`config.mk`:
```
export PLATFORM = sky130hd
export DESIGN_NAME = pmem_arbiter
export DESIGN_NICKNAME = d
export VERILOG_FILES = /design/src/rtl/pmem_arbiter.sv
export SDC_FILE = /design/constraint.sdc
export NUM_CORES = 1
export LEC_CHECK = 0
export ABC_AREA = 1
export CAP_MARGIN = 20
export CORE_AREA = 2 2 544 546
export DETAILED_ROUTE_END_ITERATION = 16
export DIE_AREA = 0 0 546 548
export PLACE_DENSITY = 0.3
export SLEW_MARGIN = 0
export SYNTH_ARGS = -nofsm -noshare
export SYNTH_HDL_FRONTEND = slang
export SYNTH_SLANG_ARGS = --single-unit
```
`constraint.sdc`:
```
create_clock -name clk -period 1.7 [get_ports clk]
set_input_delay 0.34 -clock clk [delete_from_list [all_inputs] [get_ports clk]]
set_output_delay 0.34 -clock clk [all_outputs]
set_load 0.01 [all_outputs]
```
`src/rtl/pmem_arbiter.sv`:
```
// Arbitrates the shared cacheline adapter between the demand cache and the prefetcher.
// Demand has priority, a bounded-wait counter stops prefetch starvation, and matching demand reads merge into an in-flight prefetch.
module pmem_arbiter #(
  parameter int unsigned PF_MAX_WAIT = 4
) (
  input  logic         clk,
  input  logic         rst,
  input  logic         dc_read,
  input  logic         dc_write,
  input  logic [31:0]  dc_address,
  input  logic [255:0] dc_wdata,
  output logic [255:0] dc_rdata,
  output logic         dc_resp,
  input  logic         pf_read,
  input  logic [31:0]  pf_address,
  output logic [255:0] pf_rdata,
  output logic         pf_resp,
  output logic         pmem_read,
  output logic         pmem_write,
  output logic [31:0]  pmem_address,
  output logic [255:0] pmem_wdata,
  input  logic [255:0] pmem_rdata,
  input  logic         pmem_resp
);

  localparam int unsigned LINE_W = 256;
  localparam int unsigned ADDR_W = 32;
  localparam int unsigned OFF_W  = 5;
  localparam int unsigned TAG_W  = ADDR_W - OFF_W;
  localparam int unsigned CNT_W  = (PF_MAX_WAIT == 0) ? 1 : $clog2(PF_MAX_WAIT + 1);
  localparam logic [CNT_W-1:0] CNT_MAX = CNT_W'(PF_MAX_WAIT);

  typedef enum logic [1:0] {
    IDLE     = 2'd0,
    DEMAND   = 2'd1,
    PREFETCH = 2'd2,
    DONE     = 2'd3
  } state_e;

  state_e             state_q, state_d;
  logic [CNT_W-1:0]   wait_cnt_q, wait_cnt_d;
  logic               merge_q, merge_d;
  logic [TAG_W-1:0]   line_q, line_d;
  logic               pmem_read_q, pmem_read_d;
  logic               pmem_write_q, pmem_write_d;
  logic [LINE_W-1:0]  wdata_q, wdata_d;
  logic [LINE_W-1:0]  result_q, result_d;
  logic               dc_resp_q, dc_resp_d;
  logic               pf_resp_q, pf_resp_d;

  logic pf_force;
  logic dc_req;
  logic merge_hit;
  logic unused_offsets;

  assign dc_req    = dc_read | dc_write;
  assign pf_force  = pf_read && (PF_MAX_WAIT != 0) && (wait_cnt_q == CNT_MAX);
  assign merge_hit = dc_read && (dc_address[ADDR_W-1:OFF_W] == line_q);
  // Byte offsets within a line never reach the adapter.
  assign unused_offsets = ^{dc_address[OFF_W-1:0], pf_address[OFF_W-1:0]};

  // Next-state, grant, wait counter and registered output values.
  always_comb begin
    state_d      = state_q;
    wait_cnt_d   = wait_cnt_q;
    merge_d      = merge_q;
    line_d       = line_q;
    pmem_read_d  = pmem_read_q;
    pmem_write_d = pmem_write_q;
    wdata_d      = wdata_q;
    result_d     = result_q;
    dc_resp_d    = 1'b0;
    pf_resp_d    = 1'b0;

    unique case (state_q)
      IDLE: begin
        if (pf_force || (!dc_req && pf_read)) begin
          state_d     = PREFETCH;
          pmem_read_d = 1'b1;
          line_d      = pf_address[ADDR_W-1:OFF_W];
          wait_cnt_d  = '0;
        end else if (dc_req) begin
          state_d      = DEMAND;
          pmem_read_d  = ~dc_write;
          pmem_write_d = dc_write;
          line_d       = dc_address[ADDR_W-1:OFF_W];
          if (dc_write) begin
            wdata_d = dc_wdata;
          end
          if (pf_read && (wait_cnt_q != CNT_MAX)) begin
            wait_cnt_d = wait_cnt_q + CNT_W'(1);
          end
        end
      end
      DEMAND: begin
        if (pmem_resp) begin
          state_d      = DONE;
          result_d     = pmem_rdata;
          pmem_read_d  = 1'b0;
          pmem_write_d = 1'b0;
          dc_resp_d    = 1'b1;
        end
      end
      PREFETCH: begin
        if (merge_hit) begin
          merge_d = 1'b1;
        end
        if (pmem_resp) begin
          state_d     = DONE;
          result_d    = pmem_rdata;
          pmem_read_d = 1'b0;
          pf_resp_d   = 1'b1;
          dc_resp_d   = merge_q | merge_hit;
        end
      end
      DONE: begin
        merge_d = 1'b0;
        state_d = IDLE;
      end
      default: state_d = IDLE;
    endcase

    if (!pf_read) begin
      wait_cnt_d = '0;
    end
  end

  always_ff @(posedge clk or negedge rst) begin
    if (!rst) begin
      state_q      <= IDLE;
      wait_cnt_q   <= '0;
      merge_q      <= 1'b0;
      line_q       <= '0;
      pmem_read_q  <= 1'b0;
      pmem_write_q <= 1'b0;
      wdata_q      <= '0;
      result_q     <= '0;
      dc_resp_q    <= 1'b0;
      pf_resp_q    <= 1'b0;
    end else begin
      state_q      <= state_d;
      wait_cnt_q   <= wait_cnt_d;
      merge_q      <= merge_d;
      line_q       <= line_d;
      pmem_read_q  <= pmem_read_d;
      pmem_write_q <= pmem_write_d;
      wdata_q      <= wdata_d;
      result_q     <= result_d;
      dc_resp_q    <= dc_resp_d;
      pf_resp_q    <= pf_resp_d;
    end
  end

  assign pmem_read    = pmem_read_q;
  assign pmem_write   = pmem_write_q;
  assign pmem_address = {line_q, OFF_W'(0)};
  assign pmem_wdata   = wdata_q;
  assign dc_resp      = dc_resp_q;
  assign pf_resp      = pf_resp_q;
  assign dc_rdata     = result_q;
  assign pf_rdata     = result_q;

endmodule
```
After elaboration in Yosys (flattened, before gate mapping) --
Cells that the tools add are included. W data, S select, Z words.
Cells by class: mux-type cells 24, reductions and logical operators 20, shift operators 0, add/subtract/negate cells 1, bitwise logic cells 4, equality and inequality tests 15, divide/modulo/power cells 0, magnitude comparators 0, multipliers 0
Operators by type and width (count):
- $mux W27 | 2
- $eq A27 B27 Y1 | 1
- $mux W3 | 5
- $mux W1 | 9
- $ne A2 B2 Y1 const B | 4
- $pmux W1 S2 | 4
- $reduce_and A2 Y1 | 4
- $reduce_and A4 Y1 | 2
- $reduce_bool A2 Y1 | 4
- $mux W2 | 3
- $ne A3 B1 Y1 const B | 2
- $ne A3 B3 Y1 const B | 2
- $pmux W2 S3 | 1
- $reduce_and A3 Y1 | 2
- $eq A2 B2 Y1 const B | 2
- $logic_and A1 B1 Y1 | 4
- $ne A2 B1 Y1 const B | 2
- $add A3 B1 Y3 const B | 1
- $eq A3 B3 Y1 const B | 1
- $eq A2 B1 Y1 const B | 1
- $logic_not A2 Y1 | 1
- $not A1 Y1 | 2
- $or A1 B1 Y1 | 2
- $reduce_or A2 Y1 | 1
- other kinds (2) | 2
Storage, ports and cells: bits in read-only memories 0, bits in registers 549, memories 0, memory bits (writable) 0, bits of input ports 582, bits in latches 0

Logic depth before layout (Yosys ltp) --
Gate-level depths: netlist of the first run.
word-level depth 7, depth in mapped cells 12

Least setup slack after synthesis of the first run --
No wires, ideal clock.
path type reg2reg, from reg state_q[0], to reg result_q[215], in the netlist dc_rdata[215], period minus slack after synthesis 1.887 ns, required time 1.575 ns, stages on the path, launching flop included 7, buffers on the path 2, arrival time 1.762 ns, setup slack -0.187 ns, cell sequence dfrtp_1 -> inv_1 -> ha_1 -> nand2_1 -> clkbuf_1 -> buf_2 -> mux2_2
On the way: longest elaborated chain between the ends 3
Ends and longest elaborated chain:
- from (decl) | line 40 | state_e state_q, state_d;
- from (signal assigned) | line 141 | state_q <= state_d;
- $eq A2 B2 Y1 or $eq A2 B1 Y1 (tied branches) | line 75 | unique case (state_q)
- $reduce_or A2 Y1 (no source line) *
- $reduce_and A2 Y1 (no source line) *
- to (signal assigned) | line 148 | result_q <= result_d;
- to (decl) | line 47 | logic [LINE_W-1:0] result_q, result_d;
Mark *: on every way between the ends. The rest lies on a longest branch, timed or not. A chain may end at the register's enable or synchronous reset.

Final worst setup path of the first run --
from reg wait_cnt_q[1], to reg wdata_q[199], in the netlist pmem_wdata[199]
On the way: longest elaborated chain between the ends 5
Ends and longest elaborated chain:
- from (decl) | line 41 | logic [CNT_W-1:0] wait_cnt_q, wait_cnt_d;
- from (signal assigned) | line 142 | wait_cnt_q <= wait_cnt_d;
- $eq A3 B3 Y1 | line 57 | assign pf_force = pf_read && (PF_MAX_WAIT != 0) && (wait_cnt_q == CNT_MAX);
- $logic_and A1 B1 Y1 | line 57
- $logic_or A1 B1 Y1 | line 77 | if (pf_force || (!dc_req && pf_read)) begin
- $not A1 Y1 (no source line)
- $reduce_and A4 Y1 (no source line)
- to (signal assigned) | line 147 | wdata_q <= wdata_d;
- to (decl) | line 46 | logic [LINE_W-1:0] wdata_q, wdata_d;
No other way between the ends.

==> out/qor.yml, run 1 <==
max_cap_viol_count: 0
first_iter_violations: 674
io_pins: 1386
synth_cell_types: 28
violations: "setup timing"
peakVddDrop_uv: 973.6
drive_gt1_share_pct: 59.30
use_met3_pct: 4.981
seqPwrFrac_pct: 26.6
cts_root_buf: "clkbuf_16"
grt_pass1_wl_um: 217900
path_cells: "inv_2, ha_4, nand3_4, nand2_4, nor2_8, nand2_8, buf_16, clkbuf_16, mux2_4"
numCtsBuffers: 83
setup.worst_path.start_class: "flop"
dp_cells: 6886
crit_type: "reg -> reg"
drt-total-wl_um: 170100
antenna_found_initial: 99
antenna_left: 0
combPwrFrac_pct: 55.7
vias_per_cell: 2.748
grt_pass1_vias: 21540
areaGrowthSynthToFinish_pct: 98.75
synth_top_cells_by_area: "dfrtp_1, mux2_4, mux2_2"
overflow: 0
status: "finished with violations"
globalplace.congestion: 0.7948
async_flop_share_pct: 100.0
crit_path_end_kind: "flop"
dp_slack_ns: -0.7717
synth_seq_cells: 549
start_util_pct: 8.357
die_area_um2: 299200
tns_ns: -60.76
dpl.hpwl_um: 137100
regToRegEndpoint: "pmem_wdata[199]$_DFFE_PN0P_"
yosys.area.top_type: "dfrtp_1"
cts_tree: "done"
path_delay_family: "buffers and inverters"
busiest_layer: "met2"
ys_seq_area_share_pct: 56.09
arrival_ns: 2.52
r2r_start: "wait_cnt_q[1]$_DFFE_PN0P_"
p_sw_share_pct: 36.38
slew_viol_final: 0
max_clock_freq_mhz: 530.2
r2r_setup_slack_ns: -0.19
dr.pass1.iters: 5
h-tree-depth: 3
die_y_um: 548
ys_warn_count: 0
grt_max_degree: 62
num_rows: 199
hold_class: "in -> async"
core_region_area_um2: 293100
synth_top_area_share_pct: 56.09
utilization_pct: 16.61
use_met2_pct: 17.74
grt.total_usage_pct: 10.87
ys.flop_type: "dfrtp_1"
powerDensity_nw_per_um2: 2093
hold_viol_final: 0
setup_viol: 737
fin_skew_ns: 0.03998
drc: 0
synth_edf_count: 0
netlist_area_um2: 24490
path_clk_slew_ns: 0.06
clock_sinks: 549
nNetsFinal: 3979
hold_ws_ns: 0.1683
fin_crit_ns: 1.886
ys_top_cells_by_count: "dfrtp_1, mux2_2, buf_4"
p_leak_nw: 22.06
max_stage_delay_ns: 0.39
rr_worst_depth: 9
post-route-period-util_pct: 111.0
crit_path_max_fanout: 8
clk_latency_ns: 0.76
cp_slowest_cell: "dfrtp_1"
chipWidth_um: 546
required_ns: 2.33
crit_buf_inv: 3
synth.most_common_cell: "dfrtp_1"
layout.cells.non_filler: 7383
vias: 20291
cts_buffer_depth: 4
synth_area_per_cell_um2: 13.92
grt_use_met1_pct: 12.78
port-buffer-count: 1370
setup_ws_ns: -0.1862
intPower_mw: 64.82
switchingPower_mw: 37.07
routedWlPerCell_um: 23.04
rsz0062_at_grt: "true"
pwr-share-clk_pct: 17.7
syn_inst: 1759
[per-layer routing]
| layer | share of wire [%] | vias to the layer above |
|---|---|---|
| met4 | 3.1 | 48 |
| li1 | - | 8947 |
| met5 | 0.19 | - |
| met1 | 40 | 9908 |
| met3 | 10 | 277 |
| met2 | 46 | 1111 |
[worst max-delay path by stage]
stage | from | cells past startpoint | to | slack [ns]
after global placement | pf_read | 8 | pmem_wdata[90]$_DFFE_PN0P_ | -0.81
after global routing | wait_cnt_q[1]$_DFFE_PN0P_ | 9 | pmem_wdata[223]$_DFFE_PN0P_ | -0.29
after floorplan | state_q[0]$_DFFE_PN0P_ | 6 | dc_rdata[165]$_DFFE_PN0P_ | -0.03
after detailed placement | dc_read | 9 | pmem_wdata[84]$_DFFE_PN0P_ | -0.77
after CTS | wait_cnt_q[1]$_DFFE_PN0P_ | 10 | pmem_wdata[189]$_DFFE_PN0P_ | -0.29
final | wait_cnt_q[1]$_DFFE_PN0P_ | 9 | pmem_wdata[199]$_DFFE_PN0P_ | -0.19
[cells by family (layout without fill, tap and decap cells)]
logic type	count (synthesis)	after routing	share of synthesized area [%]
AO/OA/AOI/OAI	72	72	1.665
XOR/XNOR	2	2	0.07153
adder cells (fa/ha/maj)	6	6	0.3065
buffers and inverters	409	2098	11.23
flip-flops	549	549	56.09
multiplexers	512	512	27.22
other	1	17	0.01531
AND/OR/NAND/NOR	208	208	3.397
[through the flow]
step / power [mW] / cell area, um2
after floorplan: 46.77 / 24550
after global placement: 75.30 / 42260
after detailed placement: 75.11 / 42260
after CTS: 101.0 / 47340
after global routing: 107.5 / 48650
final: 101.9 / 48680
[final cells by class]
class | instances | area (um2)
clock inverter | 21 | 332.8
fill | 32577 | 244400
tap | 3919 | 4903
clock buffer | 125 | 2465
inverter | 81 | 304.0
timing repair buffer | 1871 | 18460
sequential | 549 | 13840
multi-input combinational | 805 | 8337
antenna | 12 | 30.03
[worst min-delay path, cell delays in order]
cell and delay, ns:
dlygate4sd3_1 0.56, buf_8 0.17, buf_4 0.19
[sequential cells by signal, indices dropped and copies added (netlist names)]
| signal | cells |
|---|---|
| dc_resp | 1 |
| dc_rdata | 256 |
| line_q | 27 |
| pf_resp | 1 |
| merge_q | 1 |
| state_q | 2 |
| pmem_read | 1 |
| pmem_wdata | 256 |
| wait_cnt_q | 3 |
| pmem_write | 1 |
[power by group through the flow]
| stage | Sequential [mW] | Clock [mW] | Combinational [mW] |
|---|---|---|---|
| after detailed placement | 27.2 | 0 | 47.9 |
| final | 27.1 | 18.0 | 56.7 |
| after global placement | 27.4 | 0 | 47.9 |
| after floorplan | 27.1 | 0 | 19.7 |
| after global routing | 28.1 | 19.4 | 60.0 |
| after CTS | 27.0 | 19.0 | 55.0 |
[cells in the final DEF, fill, tap and decap left out, types with 13 or more instances in the layout]
| cell type | n |
|---|---|
| buf_6 | 666 |
| clkdlybuf4s50_1 | 570 |
| dfrtp_1 | 464 |
| buf_2 | 302 |
| mux2_4 | 300 |
| buf_4 | 234 |
| mux2_2 | 212 |
| nand2_1 | 130 |
| clkbuf_16 | 94 |
| dfrtp_2 | 85 |
| inv_1 | 75 |
| nor2_1 | 52 |
| buf_12 | 47 |
| o21ai_0 | 37 |
| o22ai_1 | 29 |
| buf_8 | 27 |
| clkbuf_8 | 23 |
| clkbuf_1 | 19 |
| buf_16 | 13 |
[timing repair]
item                                   in CTS  in global routing
setup buffers                             281                 62
gates cloned                               11                 12
endpoints found under the hold margin     549                  0
pin swaps                                   5                 16
resized for setup                        4075                237
hold buffers                                1                  0
setup endpoints to repair                1331               1315
Note: power is estimated with default switching activity, not from simulation.
==> run 2, diff against run 1 <==
--- a/config.mk
+++ b/config.mk
@@ -12,4 +12,5 @@
 export DIE_AREA = 0 0 546 548
 export PLACE_DENSITY = 0.3
+export SKIP_LAST_GASP = 1
 export SLEW_MARGIN = 0
 export SYNTH_ARGS = -nofsm -noshare
==> constraint.sdc (replaced) <==
create_clock -name clk -period 1.7 [get_ports clk]
set_input_delay 0.255 -clock clk [delete_from_list [all_inputs] [get_ports clk]]
set_output_delay 0.255 -clock clk [all_outputs]
set_load 0.01 [all_outputs]
==> run 2 against run 1 <==
  * The run still ends with setup timing left
  * Setup slack got worse by 0.084 ns
  * Fmax decreased by 4.3%
  * Clock-buffer cell count unchanged
  * Via count increased by 1.4%
  * Sequential power about the same
  * Combinational power about the same
  * Clock skew increased by 0.0042 ns
  * Sequential share of layout area decreased by 0.27 points
  * Final area increased by 1.0%
  * Utilization increased by 0.17 points
  * Sequential cell count unchanged
  * First-iteration DRC count increased by 30%
==> out/qor.yml, run 2 (same netlist as run 1, synthesis figures left out) <==
peakVddDrop_uv: 943.3
antenna_left: 0
grt_max_degree: 67
max_clock_freq_mhz: 507.5
status: "finished with violations"
die_area_um2: 299200
numCtsBuffers: 85
crit_path_end_kind: "flop"
cts_root_buf: "clkbuf_16"
dpl-instance-area_um2: 42260
path_delay_family: "buffers and inverters"
cts_tree: "done"
overflow: 0
drc: 0
setup.worst_path.start_class: "flop"
fin_skew_ns: 0.04420
hold_ws_ns: 0.05927
start_util_pct: 8.357
drive_gt1_share_pct: 57.98
dpl.hpwl_um: 136900
antenna_found_initial: 95
violations: "setup timing"
power.total_mw: 102.2
max_cap_viol_count: 0
first_iter_violations: 873
clock_sinks: 549
nNetsFinal: 4040
final_common_cell: "clkdlybuf4s50_1"
post-route-period-util_pct: 115.9
cp_slowest_cell: "dfrtp_1"
dr.pass1.iters: 4
vias: 20566
switchingPower_mw: 37.71
io_pins: 1386
rsz0062_at_grt: "true"
setup_ws_ns: -0.2705
most-common-layout-cells: "clkdlybuf4s50_1, buf_6, buf_2, dfrtp_1, mux2_4"
vias_per_cell: 2.763
die_y_um: 548
pwr-share-clk_pct: 17.9
tns_ns: -69.41
path_cells: "inv_2, ha_4, nand3_4, nand2_4, nor2_8, nand2_8, buf_12, buf_12, buf_16, buf_12, mux2_4"
crit_path_max_fanout: 8
seqPwrFrac_pct: 26.4
hold_class: "in -> async"
slew_viol_final: 0
port-buffer-count: 1370
powerDensity_nw_per_um2: 2078
globalplace.congestion: 0.7907
routedWlPerCell_um: 23.24
crit_buf_inv: 5
crit_type: "reg -> reg"
drt-total-wl_um: 173000
hold_viol_final: 0
p_sw_share_pct: 36.89
clk_latency_ns: 0.78
h-tree-depth: 3
combPwrFrac_pct: 55.7
crit_top_cell: "buf_12"
num_rows: 199
required_ns: 2.35
p_leak_nw: 22.84
grt_pass1_wl_um: 219300
grt.total_usage_pct: 10.92
setup_viol: 502
cts_buffer_depth: 4
path_clk_slew_ns: 0.05
areaGrowthSynthToFinish_pct: 100.8
intPower_mw: 64.51
core_region_area_um2: 293100
arrival_ns: 2.62
fin_crit_ns: 1.971
grt_pass1_vias: 21708
chipWidth_um: 546
final_area_um2: 49180
max_stage_delay_ns: 0.36
run 2: cell types whose count changed in the layout (fill, tap and decap cells not counted), moves of 7 or more:
| cell | change |
|---|---|
| mux2_2 | -145 |
| clkbuf_16 | +9 |
| dlygate4sd3_1 | +76 |
| mux2_4 | +145 |
| buf_16 | +7 |
| buf_2 | +155 |
| buf_4 | -20 |
| buf_6 | -171 |
| dfrtp_1 | -8 |
| dfrtp_2 | +8 |
run 2: worst paths after layout:
path	depth (start not counted)	to	slack, ns	from
worst min-delay path	2	pmem_wdata[57]$_DFFE_PN0P_	0.06	rst
max in group asynchronous	3	pmem_wdata[182]$_DFFE_PN0P_	0.62	rst
worst max register to register	11	pmem_wdata[224]$_DFFE_PN0P_	-0.27	wait_cnt_q[1]$_DFFE_PN0P_
worst max-delay path	11	pmem_wdata[224]$_DFFE_PN0P_	-0.27	wait_cnt_q[1]$_DFFE_PN0P_
min in group clk	2	dc_rdata[160]$_DFFE_PN0P_	0.10	pmem_rdata[160]
worst min register to register	1	pmem_wdata[238]$_DFFE_PN0P_	0.50	pmem_wdata[238]$_DFFE_PN0P_
run 2: power groups by stage:
stage / sequential, mW / combinational [mW] / clock (mW)
2_1_floorplan: 27.1 / 19.7 / 0
3_3_place_gp: 27.4 / 47.9 / 0
3_5_place_dp: 27.2 / 47.8 / 0
4_1_cts: 26.7 / 52.3 / 19.2
5_1_grt: 27.9 / 60.2 / 19.7
6_report: 27.0 / 57.0 / 18.3
run 2: metal layers:
metal / track usage, % / wire, um / up-vias
met3: 4.577 / 16530 / 266
li1: - / - / 9077
met1: 13.15 / 71540 / 10060
met5: 0 / 308 / -
met2: 17.71 / 79600 / 1117
met4: 3.045 / 5026 / 46
run 2: final cells by class:
type                    count  area (um2)
inverters                  81       304.0
well taps                3919        4903
flip-flops and latches    549       13850
clock inverters            23       360.3
repair buffers           1930       18370
multi-input cells         805        8892
diodes                     12       30.03
fillers                 32523      243900
clock buffers             125        2467
run 2: per-stage QoR:
step                utilization, %  std cells  worst slack [ns]
floorplan                        -       1763          -0.03034
global placement             14.42       6886           -0.7662
detailed placement           14.42       6886           -0.7406
CTS                          16.02       7395           -0.3448
global route                 16.77       7434           -0.3466
finish                       16.78       7444           -0.2705
run 2: timing repair:
action | CTS | global route
resized for setup | 3822 | 472
pin swaps | 6 | 9
hold endpoints to repair | 425 | 0
buffers inserted | 270 | 74
gates cloned | 15 | 20
endpoints found under the setup margin | 1313 | 805
hold buffers | 77 | 0
==> run 3, diff against run 2 <==
SETUP_SLACK_MARGIN = 0.05   (was unset)
==> run 3 against run 2 <==
  * Non-clock buffer count up 54
  * Worst hold slack gained 0.032 ns
  * Utilization up 0.13 points
  * Sequential power shrank 1%
  * Fmax is 4.5% lower
  * The flow still finishes with violations (setup timing)
  * Critical endpoint is now pmem_wdata[252]$_DFFE_PN0P_
  * Clock skew is 0.0070 ns lower
  * Final cell count increased by 0.87%
  * Largest cell class unchanged
  * Via count is 2.4% higher
  * Highest routed layer unchanged
  * Critical path depth stayed put
  * Global-route usage grew 0.52 points
==> out/qor.yml, run 3 (same netlist as run 1, synthesis figures left out) <==
crit_top_cell: "buf_12"
most-common-layout-cells: "buf_6, clkdlybuf4s50_1, dfrtp_1, buf_2, mux2_2"
drive_gt1_share_pct: 57.44
numCtsBuffers: 84
crit_start: "wait_cnt_q[0]$_DFFE_PN0P_"
dp_slack_ns: -0.6850
max_cap_viol_count: 0
final_common_cell: "buf_6"
clk_latency_ns: 0.76
die_area_um2: 299200
drc: 0
slew_viol_final: 0
vias_per_cell: 2.804
post-route-period-util_pct: 121.3
hold_viol_final: 0
arrival_ns: 2.69
grt.total_usage_pct: 11.44
regToRegEndpoint: "pmem_wdata[252]$_DFFE_PN0P_"
vias: 21054
r2r_start: "wait_cnt_q[0]$_DFFE_PN0P_"
cts_tree: "done"
routedWlPerCell_um: 24.00
fin_skew_ns: 0.03718
layout.cells.non_filler: 7509
dr.pass1.iters: 5
fin_crit_ns: 2.063
dp_cells: 6853
violations: "setup timing"
h-tree-depth: 3
crit_path_end_kind: "flop"
globalplace.congestion: 0.7800
antenna_found_initial: 137
r2r_setup_slack_ns: -0.36
worstMarginPinSlew_ns: 0.9801
port-buffer-count: 1370
max_slew_margin_pct: 34.66
rsz0062_at_grt: "true"
crit_buf_inv: 5
path_delay_family: "buffers and inverters"
nNetsFinal: 4098
drt-total-wl_um: 180300
utilization_pct: 16.91
p_leak_nw: 22.27
setup_ws_ns: -0.3626
setup.worst_path.start_class: "flop"
path_clk_slew_ns: 0.06
cts_root_buf: "clkbuf_16"
crit_type: "reg -> reg"
hold_class: "in -> async"
cp_num_cells: 11
rr_worst_depth: 11
first_iter_violations: 820
peakVddDrop_uv: 917.4
chipWidth_um: 546
path_cells: "inv_2, ha_4, nand3_4, nand2_4, nor2_8, buf_12, nand2_8, buf_12, buf_16, buf_12, mux2_4"
overflow: 0
io_pins: 1386
grt_pass1_wl_um: 227800
setup_viol: 587
status: "finished with violations"
dpl.hpwl_um: 139600
die_y_um: 548
cp_slowest_cell: "dfrtp_1"
grt_max_degree: 53
clock_sinks: 549
required_ns: 2.32
antenna_left: 0
grt_pass1_vias: 22175
start_util_pct: 8.357
core_region_area_um2: 293100
fillers: 32574
max_stage_delay_ns: 0.39
num_rows: 199
powerDensity_nw_per_um2: 2064
areaGrowthSynthToFinish_pct: 102.4
crit_path_max_fanout: 7
max_clock_freq_mhz: 484.8
cts_buffer_depth: 4
## run 3: changes by cell type in the layout (fill, tap and decap cells not counted), sizes merged, moves of 3 or more
cell,previous run,this run
clkinv,14,10
diode,12,23
dlymetal6s2s,4,0
bufinv,7,4
buf,1260,1277
clkdlybuf4s15,0,14
dlygate4sd3,77,106
nand2,138,143
## run 3: metal layers
metal  routed length, um  share of wire [%]  global-route usage (%)
met2               80780                 45                   17.95
met5                 376               0.21                       0
met1               75940                 42                   14.04
met4                5786                3.2                   3.555
met3               17370                9.6                   4.926
## run 3: worst max path at each step
stage | end | slack, ns
detailed placement | pmem_wdata[17]$_DFFE_PN0P_ | -0.69
CTS | pmem_wdata[252]$_DFFE_PN0P_ | -0.39
global route | pmem_wdata[252]$_DFFE_PN0P_ | -0.42
finish | pmem_wdata[252]$_DFFE_PN0P_ | -0.36
global placement | pmem_wdata[32]$_DFFE_PN0P_ | -0.70
floorplan | pmem_wdata[100]$_DFFE_PN0P_ | 0.05
## run 3: stage by stage
stage               setup TNS, ns  total power [mW]  hold WS [ns]  area (um2)
floorplan                       0             46.95      -0.04059       24610
CTS                       -140.27             101.4     0.0002006       48530
detailed placement        -242.59             74.18        0.1199       42040
global placement          -242.77             74.39        0.1147       42040
finish                    -108.45             102.3       0.09094       49570
global route              -160.39             108.0       0.03121       49530
## run 3: what timing repair did
action | 4_1_cts | 5_1_grt
gates resized for setup | 4024 | 150
pin swaps | 6 | 7
gates cloned | 20 | 20
setup endpoints to repair | 1339 | 1140
hold buffers | 106 | 0
hold endpoints to repair | 610 | 0
buffers inserted | 325 | 33
## run 3: report_power, final
group,total (mW),switching (mW),internal (mW),leakage (nW)
registers,26.6,6.50,20.1,6.41
logic,58.4,24.5,33.9,14.6
clock network,17.3,6.86,10.5,1.30
total,102,37.8,64.5,22.3
## run 3: cell type report
cell class,instances,area [um2],share of cell area (%)
inverters,81,309.0,0.6235
clock buffers,127,2444,4.930
repair buffers,1984,19550,39.45
diodes,23,57.56,0.1161
clock inverters,16,220.2,0.4442
flip-flops and latches,549,13840,27.93
well taps,3919,4903,9.892
multi-input cells,810,8239,16.62
## run 3: worst min-delay path, cell delays in order
cell and delay (ns):
dlygate4sd3_1 0.56, buf_8 0.16, buf_12 0.20
